===== config.mk =====
export PLATFORM = sky130hd
export DESIGN_NAME = vram_fetch_arbiter
export DESIGN_NICKNAME = d
export VERILOG_FILES = /design/src/rtl/vram_fetch_arbiter.sv
export SDC_FILE = /design/constraint.sdc
export NUM_CORES = 1
export LEC_CHECK = 0
export CAP_MARGIN = 20
export CORE_ASPECT_RATIO = 1.5
export CORE_UTILIZATION = 42
export DETAILED_ROUTE_END_ITERATION = 7
export PLACE_DENSITY = 0.85
export SYNTH_ARGS = -nofsm -noshare
export SYNTH_HDL_FRONTEND = slang
export SYNTH_SLANG_ARGS = --single-unit

===== constraint.sdc =====
create_clock -name clk -period 2.1 [get_ports clk]
set_input_delay 0.42 -clock clk [delete_from_list [all_inputs] [get_ports clk]]
set_output_delay 0.42 -clock clk [all_outputs]
set_load 0.05 [all_outputs]

===== src/rtl/vram_fetch_arbiter.sv =====
// Shares one VRAM read port between three scroll-layer fetchers and the sprite fetcher.
// Optional per-line grant statistics are enabled with the VRAM_ARB_STATS_EN macro.
module vram_fetch_arbiter #(
  parameter int AW      = 18,
  parameter int TIMEOUT = 63
) (
  input  logic            clk,
  input  logic            reset,
  input  logic            hbl,
  input  logic            vbl,
  input  logic [3:0]      req,
  input  logic [4*AW-1:0] req_addr,
  output logic [3:0]      req_ack,
  output logic            mem_rd,
  output logic [AW-1:0]   mem_addr,
  input  logic            mem_ack,
  output logic [1:0]      gnt_id,
  output logic            busy,
  output logic            timeout_err
`ifdef VRAM_ARB_STATS_EN
  ,
  output logic [31:0]     line_grants
`endif
);

  typedef enum logic {IDLE, WAIT} state_t;

  // Abort edge is the one where the watchdog count reaches TIMEOUT.
  localparam logic [7:0] WDOG_LAST = 8'(TIMEOUT - 1);

  state_t        state_q, state_d;
  logic [AW-1:0] mem_addr_q, mem_addr_d;
  logic [1:0]    gnt_id_q, gnt_id_d;
  logic [1:0]    rr_ptr_q, rr_ptr_d;
  logic [7:0]    wdog_q, wdog_d;
  logic          mem_rd_q, mem_rd_d;
  logic          busy_q, busy_d;
  logic          timeout_err_q, timeout_err_d;

  logic          win_valid;
  logic [1:0]    win_id;
  logic [1:0]    rr_idx;

  always_comb begin
    win_valid = |req;
    win_id    = 2'd0;
    rr_idx    = 2'd0;
    if (hbl && !vbl) begin
      if (req[3])      win_id = 2'd3;
      else if (req[0]) win_id = 2'd0;
      else if (req[1]) win_id = 2'd1;
      else if (req[2]) win_id = 2'd2;
    end else begin
      // Walk from the farthest offset down so the nearest set bit wins last.
      for (int k = 3; k >= 0; k--) begin
        rr_idx = rr_ptr_q + 2'(k);
        if (req[rr_idx]) win_id = rr_idx;
      end
    end
  end

  always_comb begin
    state_d       = state_q;
    mem_addr_d    = mem_addr_q;
    gnt_id_d      = gnt_id_q;
    rr_ptr_d      = rr_ptr_q;
    wdog_d        = wdog_q;
    mem_rd_d      = mem_rd_q;
    busy_d        = busy_q;
    timeout_err_d = timeout_err_q;
    case (state_q)
      IDLE: begin
        if (win_valid) begin
          state_d    = WAIT;
          mem_addr_d = req_addr[int'(win_id)*AW +: AW];
          gnt_id_d   = win_id;
          mem_rd_d   = 1'b1;
          busy_d     = 1'b1;
          wdog_d     = 8'd0;
        end
      end
      WAIT: begin
        wdog_d = wdog_q + 8'd1;
        if (mem_ack) begin
          state_d  = IDLE;
          mem_rd_d = 1'b0;
          busy_d   = 1'b0;
          rr_ptr_d = gnt_id_q + 2'd1;
        end else if (wdog_q == WDOG_LAST) begin
          state_d       = IDLE;
          mem_rd_d      = 1'b0;
          busy_d        = 1'b0;
          timeout_err_d = 1'b1;
          rr_ptr_d      = gnt_id_q + 2'd1;
        end
      end
      default: state_d = IDLE;
    endcase
  end

  always_ff @(posedge clk) begin
    if (reset) begin
      state_q       <= IDLE;
      mem_addr_q    <= '0;
      gnt_id_q      <= 2'd0;
      rr_ptr_q      <= 2'd0;
      wdog_q        <= 8'd0;
      mem_rd_q      <= 1'b0;
      busy_q        <= 1'b0;
      timeout_err_q <= 1'b0;
    end else begin
      state_q       <= state_d;
      mem_addr_q    <= mem_addr_d;
      gnt_id_q      <= gnt_id_d;
      rr_ptr_q      <= rr_ptr_d;
      wdog_q        <= wdog_d;
      mem_rd_q      <= mem_rd_d;
      busy_q        <= busy_d;
      timeout_err_q <= timeout_err_d;
    end
  end

  // Ack is passed through in the same cycle so the requester sees data and can drop req.
  assign req_ack     = (state_q == WAIT && mem_ack) ? (4'b0001 << gnt_id_q) : 4'b0000;
  assign mem_rd      = mem_rd_q;
  assign mem_addr    = mem_addr_q;
  assign gnt_id      = gnt_id_q;
  assign busy        = busy_q;
  assign timeout_err = timeout_err_q;

`ifdef VRAM_ARB_STATS_EN
  logic [3:0][7:0] cnt_q, cnt_d;
  logic [31:0]     line_grants_q, line_grants_d;
  logic            hbl_prev_q;
  logic            hbl_rise;
  logic [7:0]      cnt_base;

  always_comb begin
    hbl_rise      = hbl && !hbl_prev_q;
    line_grants_d = hbl_rise ? cnt_q : line_grants_q;
    cnt_d         = cnt_q;
    cnt_base      = 8'd0;
    // An ack on the rising edge lands in the freshly cleared counter.
    for (int i = 0; i < 4; i++) begin
      cnt_base = hbl_rise ? 8'd0 : cnt_q[i];
      cnt_d[i] = (req_ack[i] && cnt_base != 8'hFF) ? cnt_base + 8'd1 : cnt_base;
    end
  end

  always_ff @(posedge clk) begin
    if (reset) begin
      cnt_q         <= '0;
      line_grants_q <= '0;
      hbl_prev_q    <= 1'b0;
    end else begin
      cnt_q         <= cnt_d;
      line_grants_q <= line_grants_d;
      hbl_prev_q    <= hbl;
    end
  end

  assign line_grants = line_grants_q;
`endif

endmodule


## Yosys cells after proc, flatten, opt, wreduce, memory -nomap -nowiden

Cells that the tools add are included.

- $add $sub $neg: 5
- $mul: 1
- Divide/modulo/power cells: 0
- Magnitude comparators: 4
- Equal/unequal tests: 3
- Shift operators: 2
- Multiplexer cells: 30
- Bitwise operators: 2
- Reduce and logical (&&, ||, !) cells: 9

Operator list:

| kind | count |
|---|---|
| indexed part select 72 x 8 -> 18 bit | 1 |
| 2-to-1 mux 2 bit | 11 |
| one-hot mux 8 bit (2 select lines) | 1 |
| < comparator 2 x 3 -> 1 bit (second input constant) | 4 |
| 2-to-1 mux 1 bit | 10 |
| adder 8 x 1 -> 8 bit (second input constant) | 1 |
| binary-select mux 1 bit (select 2 bit) | 4 |
| equality test 8 x 6 -> 1 bit (second input constant) | 1 |
| 2-to-1 mux 8 bit | 1 |
| multiplier 2 x 4 -> 6 bit (second input constant) | 1 |
| AND reduction 2 bit | 3 |
| adder 2 x 1 -> 2 bit (second input constant) | 2 |
| adder 2 bit (second input constant) | 2 |
| 2-to-1 mux 4 bit | 1 |
| one-hot mux 1 bit (2 select lines) | 2 |
| OR reduction 4 bit | 1 |
| left shift 1 x 2 -> 4 bit (first input constant) | 1 |
| != test 3 x 2 -> 1 bit (second input constant) | 1 |
| AND reduction 3 bit | 1 |
| logical AND 1 bit | 2 |
| != test 2 bit (second input constant) | 1 |
| inverter 1 bit | 2 |
| nonzero test 2 bit | 1 |
| logical NOT 1 bit | 1 |

- Register bits: 33
- Bits in latches: 0
- Memory bits (writable): 0
- Bits in read-only memories: 0
- Bits of input ports: 81
- Output and inout bits: 27
- Word-level logic and storage cells: 63
- Memories kept: 0

## Longest topological paths before layout

Gate-level depths: netlist of run 1.

- Word-level depth: 10
- Depth in mapped cells: 10
- Mapped depth without buffers: 7

## Worst setup path before layout of run 1

OpenSTA, ideal clock, no wires.

- Path type: input -> register
- From: input port req[1]
- To: register mem_addr_q[10], in the netlist mem_addr[10]
- Setup time: 0.128 ns
- Data arrival time: 1.756 ns
- Required time: 1.972 ns
- Path slack: 0.216 ns
- Stages on the path: 9
- Path buffers: 3
- Path through: buf_6 nor2b_1 o21ai_2 a211oi_2 or2_1 buf_6 buf_12 a2111oi_4 a211oi_2

- Cells in the longest elaborated chain, start to end: 9
- Elaborated cells between the ends (all ways): 20
- Classes of those cells: mul (1); shift (1); mux (16); reduce/logical (2)

Ends and longest elaborated chain:

| element | line | source |
|---|---|---|
| start, declared | 11 | `input logic [3:0] req,` |
| binary-select mux 1 bit (select 2 bit) | 57 | `if (req[rr_idx]) win_id = rr_idx;` |
| 2-to-1 mux 1 bit (not written as such) | 57 |  |
| 2-to-1 mux 2 bit (4 in a row) | 57 |  |
| 2-to-1 mux 2 bit | 48 | `if (hbl && !vbl) begin` |
| multiplier 2 x 4 -> 6 bit | 75 | `mem_addr_d = req_addr[int'(win_id)*AW +: AW];` |
| indexed part select 72 x 8 -> 18 bit | 75 |  |
| end signal, assigned | 113 | `mem_addr_q <= mem_addr_d;` |
| end, declared | 32 | `logic [AW-1:0] mem_addr_q, mem_addr_d;` |

Several ways; a longest one is shown, not always the timed one. The select of a mux whose other input is x is not followed.
A chain may end at the register's enable or synchronous reset.

## Worst setup path after layout of run 1

- From: register rr_ptr_q[1]
- To: register mem_addr_q[3], in the netlist mem_addr[3]

- Cells in the longest elaborated chain, start to end: 10
- Elaborated cells between the ends (all ways): 18
- Classes of those cells: add/sub (3); mul (1); shift (1); mux (13)

Ends and longest elaborated chain:

| element | line | source |
|---|---|---|
| start, declared | 34 | `logic [1:0] rr_ptr_q, rr_ptr_d;` |
| start signal, assigned | 115 | `rr_ptr_q <= rr_ptr_d;` |
| adder 2 bit | 56 | `rr_idx = rr_ptr_q + 2'(k);` |
| binary-select mux 1 bit (select 2 bit) | 57 |  |
| 2-to-1 mux 1 bit (not written as such) | 57 |  |
| 2-to-1 mux 2 bit (3 in a row) | 57 |  |
| 2-to-1 mux 2 bit * | 57 |  |
| 2-to-1 mux 2 bit * | 48 |  |
| multiplier 2 x 4 -> 6 bit * | 75 |  |
| indexed part select 72 x 8 -> 18 bit * | 75 |  |

Mark *: on every way between the ends. The rest lies on a longest branch, timed or not. The select of a mux whose other input is x is not followed.

==> summary.txt, run 1 <==
cell internal pwr = 1.53 mW
summed area of non-filler cells in the final layout = 0.00406 sq mm
maximum clock insertion buffer count = 2
Net Switching = 0.895 mW
share of total power in sequential cells = 29.9%
Final Slew Violations = 0
final worst path period need = 2140 ps
fraction of synthesized area in multiplexers = 0%
Comb power frac = 47.9%
worst slew pin tran = 542 ps
combinational family with the most area after synthesis = compound AO/OA/AOI/OAI gates
Post-Synthesis Cells = 253
antenna violations before repair = 0
post-synthesis compound-gate area fraction = 40.3%
DRC = 0
total grt overflow = 0
share of cells above drive strength 1 = 23.2%
I/O Buffers = 107
basic-gate share of the synthesized area counting and, or, nand and nor cells = 19.0%
Area Growth Syn to Fin = 71.1%
clock sink total = 33
Vias/cell = 5.81
cell area reported after detailed placement = 0.00375 sq mm
utilization after layout = 74.5%
worst-case headroom to the max-slew limit = 63.7%
largest net degree at the start of global routing = 34
number of distinct library cell variants in the gate-level netlist after synthesis = 43
maximum clock frequency = 0.468 GHz
leading post-synthesis cells by cell area = dfxtp_1 (28%), a2111oi_4 (13%), a211oi_2 (6.3%), nor3b_1 (6.0%), o21bai_1 (5.7%)
status = finished, violations left
delay of the slowest critical-path stage = 500 ps
total I/O pin count = 108
initial cell density of the core = 43.5%
number of nets still failing antenna checks after routing = 0
maximum fanout along the worst path = 5
final critical-path share of the clock period = 102%
Setup crit start kind = flip-flop
deepest level of the CTS H-tree = 2
hold crit path type = flip-flop to flip-flop
largest area contributor in the synthesized netlist = dfxtp_1
GR Util All Layers = 25.3%
commonest non-fill, non-tap cells in the layout = clkdlybuf4s50_1 (97), dfxtp_1 (33), a21oi_1 (24), nand2_1 (21)
GR peak layer = met2
part of the total power dissipated in the clock network = 22.2%
clock tree from TritonCTS = built
chip height = 94.0 microns
portion of the post-synthesis area used by sequential elements = 27.8%
total via count after detailed routing = 2,614
type of destination of the critical path = flip-flop
count of flip-flops with a built-in enable after synthesis = 0
antenna diode instance count = 0
area share of fa/ha/maj cells after synthesis = 3.16%
post-synthesis net count = 340
synthesis-stage register bit count = 33
area share of the leading cell type in the synthesized netlist = 27.8%
power per cell area = 598 mW/mm^2
arrival time of data at the critical path endpoint = 2300 ps
Core Footprint = 0.00545 sq mm
synthesized area = 0.00237 sq mm
final WL = 8.26 mm
CTS root buf = clkbuf_8
Avg Inst Size Synth = 9.38 sq um
Main synth FF type = dfxtp_1
violated checks = negative setup slack
Syn. warnings = 0
proportion of total power due to net switching = 36.9%
area of the die = 0.00596 sq mm
CTS buffer count = 5
number of failing setup endpoints in the final timing report = 1
required time at the worst-slack endpoint = 2260 ps
chain of cells forming the critical path = nand2_1 > o211ai_1 > o22ai_2 > or2_4 > clkbuf_16 > a2111oi_1 > a211oi_1
area share of xor/xnor cells in the synthesized design = 1.11%
Synth async-reset ratio = 0%
commonest non-fill, non-tap cell in the layout = clkdlybuf4s50_1
kind of critical path = flip-flop to flip-flop
worst-skew pair later-pin latency = 290 ps
First-pass DRT Iterations = 4
highest ir drop seen on vdd = 375 uV
std cell rows = 33
Hold WS = 495 ps
worst-case setup slack after placement = -463 ps
skew final = 7.61 ps
CTS clk-pin slew, worst paths = 80 ps
final weighted congestion in routability-driven placement = 0.814
detailed-placement wirelength estimate = 5.26 mm
met1 layer usage reported by global route = 29.0%
Critical Path Slowest Stage Cell = a2111oi_1
least setup slack across all paths after layout = -37.7 ps
met2 Track Usage GR = 46.3%
Die Span X = 63.4 microns
average detailed-routed wire length per instance = 18.4 microns
number of nets at the end of the flow = 466
M3 GR Usage = 4.49%
wire length of the first global-routing pass = 12.0 mm
setup TNS after final layout = -37.7 ps
number of endpoints with negative hold slack in the final report = 0
number of design-rule violations left by the first detailed-router iteration = 286
max_cap viols = 0
vias in the first global route = 2,580
Leak = 1.47 nW
-- synth_stat cells, types with 2 or more instances --
| cell | n |
|---|---|
| ha_1 | 6 |
| nand3_1 | 3 |
| o21bai_1 | 18 |
| dfxtp_1 | 33 |
| inv_1 | 8 |
| a211oi_1 | 9 |
| nor3b_1 | 19 |
| nor2_1 | 13 |
| buf_2 | 5 |
| buf_4 | 5 |
| clkbuf_1 | 6 |
| a2111oi_4 | 11 |
| a2111oi_0 | 7 |
| nor2b_1 | 2 |
| o211ai_1 | 3 |
| nor3_1 | 5 |
| o21a_1 | 2 |
| nand2_1 | 21 |
| a211oi_2 | 12 |
| nand4_1 | 3 |
| o21ai_0 | 2 |
| a21oi_1 | 26 |
| buf_6 | 6 |
| and3_1 | 5 |
| or2_1 | 2 |
| a31oi_1 | 2 |
| xnor2_1 | 2 |
| nand2b_1 | 2 |
-- per-stage QoR --
step	std cells	power, mW
after floorplan	253	1.33
after global placement	436	1.76
after detailed placement	436	1.77
after CTS	447	2.35
after global routing	450	2.52
final	450	2.43
-- worst max-delay path, delay by kind of cell (launching register included) --
family	cells	cell delay, ps
DFF	1	410
and+or+nand+nor	2	400
buffers and inverters	1	170
AOI/OAI and AO/OA	4	1020
-- worst paths after layout --
check,cells after the start,startpoint,slack [ps],endpoint
max,7,rr_ptr_q[1],-40,mem_addr[3]
max reg2reg,7,rr_ptr_q[1],-40,mem_addr[3]
min reg2reg,2,timeout_err,500,timeout_err
min,2,timeout_err,500,timeout_err
-- logic make-up (layout without fill, tap and decap cells) --
| group | after synthesis | in the layout |
|---|---|---|
| AOI/OAI and AO/OA | 97 | 97 |
| xor gates and xnor gates | 3 | 3 |
| DFF | 33 | 33 |
| and+or+nand+nor | 83 | 83 |
| adders and majority gates | 6 | 6 |
| buffers and inverters | 31 | 158 |
-- timing repair --
action,in CTS,in global routing
cloned,1,2
gates resized for setup,17,16
hold buffers,0,0
endpoints found under the setup margin,18,18
buffers inserted,2,2
pin swaps,3,17
-- sequential cells by signal, summed over array words and instances (netlist names) --
register,count
mem_addr,18
rr_ptr_q,2
busy,1
state_q,1
wdog_q,8
timeout_err,1
gnt_id,2
-- cell type report --
class	instances	area, sq um
inverter	8	30.0
fill	373	1390
clock buffer	7	96.3
sequential	33	661
tap	70	87.6
timing repair buffer	142	1570
clock inverter	1	5.00
multi-input combinational	189	1610
-- power groups by stage --
stage               clock [mW]  sequential (mW)  combinational [mW]
detailed placement           0            0.738                1.04
CTS                      0.547            0.724                1.08
global placement             0            0.734                1.02
finish                   0.538            0.727                1.16
floorplan                    0            0.905               0.429
global route             0.565            0.733                1.22
-- metal layers --
layer	up-vias	wire, microns
li1	1206	-
met1	1256	3010
met2	133	4460
met3	19	585
met4	0	211
met5	-	0
No activity file was read; power rests on OpenSTA's default activity.
==> run 2: changes to the inputs <==
--- a/config.mk
+++ b/config.mk
@@ -9,6 +9,7 @@
 export CORE_ASPECT_RATIO = 1.5
 export CORE_UTILIZATION = 42
 export DETAILED_ROUTE_END_ITERATION = 7
+export HOLD_SLACK_MARGIN = 0.05
 export PLACE_DENSITY = 0.85
 export SYNTH_ARGS = -nofsm -noshare
 export SYNTH_HDL_FRONTEND = slang
==> results of run 2 <==
No change in the layout: final DEF, timing and power equal those of run 1.
==> run 3: changes to the inputs <==
--- a/config.mk
+++ b/config.mk
@@ -11,6 +11,7 @@
 export DETAILED_ROUTE_END_ITERATION = 7
 export HOLD_SLACK_MARGIN = 0.05
 export PLACE_DENSITY = 0.85
+export REMOVE_ABC_BUFFERS = 1
 export SYNTH_ARGS = -nofsm -noshare
 export SYNTH_HDL_FRONTEND = slang
 export SYNTH_SLANG_ARGS = --single-unit
==> summary.txt, run 3 (synthesized netlist as in run 1, its figures left out) <==
largest net degree at the start of global routing = 30
chain of cells forming the critical path = clkdlybuf4s50_1 > nand2b_4 > a21oi_4 > a211oi_4 > buf_6 > or2_4 > buf_12 > a2111oi_4 > a211oi_1
GR peak layer = met2
part of the total power dissipated in the clock network = 20.9%
wire length of the first global-routing pass = 12.0 mm
Core Footprint = 0.00545 sq mm
Leak = 1.43 nW
number of failing setup endpoints in the final timing report = 0
share of total power in sequential cells = 31.0%
worst slew pin tran = 530 ps
clock sink total = 33
chip height = 94.0 microns
total via count after detailed routing = 2,542
worst-skew pair later-pin latency = 300 ps
detailed-placement wirelength estimate = 5.52 mm
final-layout fill cell count = 371
I/O Buffers = 107
hold crit path type = flip-flop to flip-flop
Hold-fix buffers, CTS = 0
delay of the slowest critical-path stage = 400 ps
max_cap viols = 0
area of the die = 0.00596 sq mm
average detailed-routed wire length per instance = 17.3 microns
antenna diode instance count = 0
cell area reported after detailed placement = 0.00374 sq mm
met2 Track Usage GR = 50.3%
GR Util All Layers = 26.0%
power per cell area = 577 mW/mm^2
required time at the worst-slack endpoint = 2280 ps
number of nets at the end of the flow = 467
Area Growth Syn to Fin = 72.1%
kind of critical path = primary input to flip-flop
number of nets still failing antenna checks after routing = 0
CP top delay family = buffers and inverters
vias in the first global route = 2,602
highest ir drop seen on vdd = 389 uV
final weighted congestion in routability-driven placement = 0.835
skew final = 8.82 ps
worst-case headroom to the max-slew limit = 64.6%
Critical Path Slowest Stage Cell = clkdlybuf4s50_1
maximum clock insertion buffer count = 2
deepest level of the CTS H-tree = 2
share of cells above drive strength 1 = 25.5%
initial cell density of the core = 43.5%
M3 GR Usage = 4.61%
CTS clk-pin slew, worst paths = 80 ps
final WL = 7.79 mm
final critical-path share of the clock period = 97.7%
number of design-rule violations left by the first detailed-router iteration = 175
Die Span X = 63.4 microns
Final Slew Violations = 0
clock tree from TritonCTS = built
status = complete, no violations
commonest non-fill, non-tap cells in the layout = clkdlybuf4s50_1 (98), dfxtp_1 (33), buf_4 (23), nand2_1 (21)
R2R setup slack = 200 ps
CTS root buf = clkbuf_8
RSZ-0062 raised after global routing = true
First-pass DRT Iterations = 4
maximum clock frequency = 0.487 GHz
antenna violations before repair = 0
max reg flops = 18
DRC = 0
CTS buffer count = 5
total I/O pin count = 108
Setup crit start kind = primary input
proportion of total power due to net switching = 39.3%
total grt overflow = 0
Net Switching = 0.926 mW
count of buffering cells on the critical path with inverters included = 3
cell internal pwr = 1.43 mW
std cell rows = 33
type of destination of the critical path = flip-flop
maximum fanout along the worst path = 12
arrival time of data at the critical path endpoint = 2230 ps
summed area of non-filler cells in the final layout = 0.00408 sq mm
met1 layer usage reported by global route = 26.6%
final worst path period need = 2050 ps
number of endpoints with negative hold slack in the final report = 0
Comb power frac = 48.1%
commonest non-fill, non-tap cell in the layout = clkdlybuf4s50_1
Vias/cell = 5.64
Power, Total = 2.36 mW
[run 3: cell types whose count changed in the layout (fill, tap and decap cells not counted), sizes merged]
cell           previous run  this run
clkbuf                   10         5
dlymetal6s2s              3         2
clkdlybuf4s50            97        98
clkinv                    1         2
dlygate4sd2               2         3
buf                      36        40
bufbuf                    1         0
clkinvlp                  0         1
[run 3: layout make-up]
cell class	count	area, sq um	area share, %
inverters	8	30.0	0.736
well taps	70	87.6	2.15
clock inverters	3	17.5	0.429
clock buffers	5	68.8	1.69
flip-flops and latches	33	661	16.2
multi-input cells	189	1730	42.4
repair buffers	143	1490	36.4
[run 3: what timing repair did]
item                                    in CTS  in global routing
buffers inserted                             1                  1
resized for setup                           20                 29
endpoints found under the setup margin      21                 18
cloned                                       0                  1
pin swaps                                    3                 12
[run 3: worst reg2reg max path, cell delays in order (launching register included)]
cell	delay [ps]
dfxtp_1	410
nor2b_2	80
o21ai_4	190
a211oi_4	80
buf_6	140
or2_4	300
buf_12	170
a2111oi_4	350
a211oi_1	80
[run 3: power by group through the flow]
stage / clock (mW) / combinational (mW) / sequential [mW]
3_5_place_dp: 0 / 1.02 / 0.740
2_1_floorplan: 0 / 0.352 / 0.913
3_3_place_gp: 0 / 1.00 / 0.738
4_1_cts: 0.493 / 1.06 / 0.727
5_1_grt: 0.517 / 1.19 / 0.735
6_report: 0.493 / 1.13 / 0.729
[run 3: metal layers]
layer / part of all wire, % / up-vias
met3: 4.3 / 17
met2: 55 / 100
met4: 2.1 / 0
met5: 0 / -
met1: 39 / 1225
li1: - / 1200
[run 3: worst paths after layout]
path,from,to,cells after the start
setup / recovery,vbl,mem_addr[3],9
hold / removal,timeout_err,timeout_err,2
setup reg to reg,rr_ptr_q[1],mem_addr[3],8
hold reg to reg,timeout_err,timeout_err,2
[run 3: per-stage QoR]
| stage | util, % | setup TNS, ps | hold slack (ps) | instances | worst slack (ps) |
|---|---|---|---|---|---|
| floorplan | - | -21950 | 446 | 230 | -1190 |
| global placement | 68.6 | -10820 | 448 | 440 | -498 |
| detailed placement | 68.6 | -12100 | 461 | 440 | -570 |
| CTS | 71.6 | 0 | 483 | 449 | 7.71 |
| global route | 74.9 | -38.5 | 515 | 451 | -14.7 |
| finish | 74.9 | 0 | 476 | 451 | 47.9 |
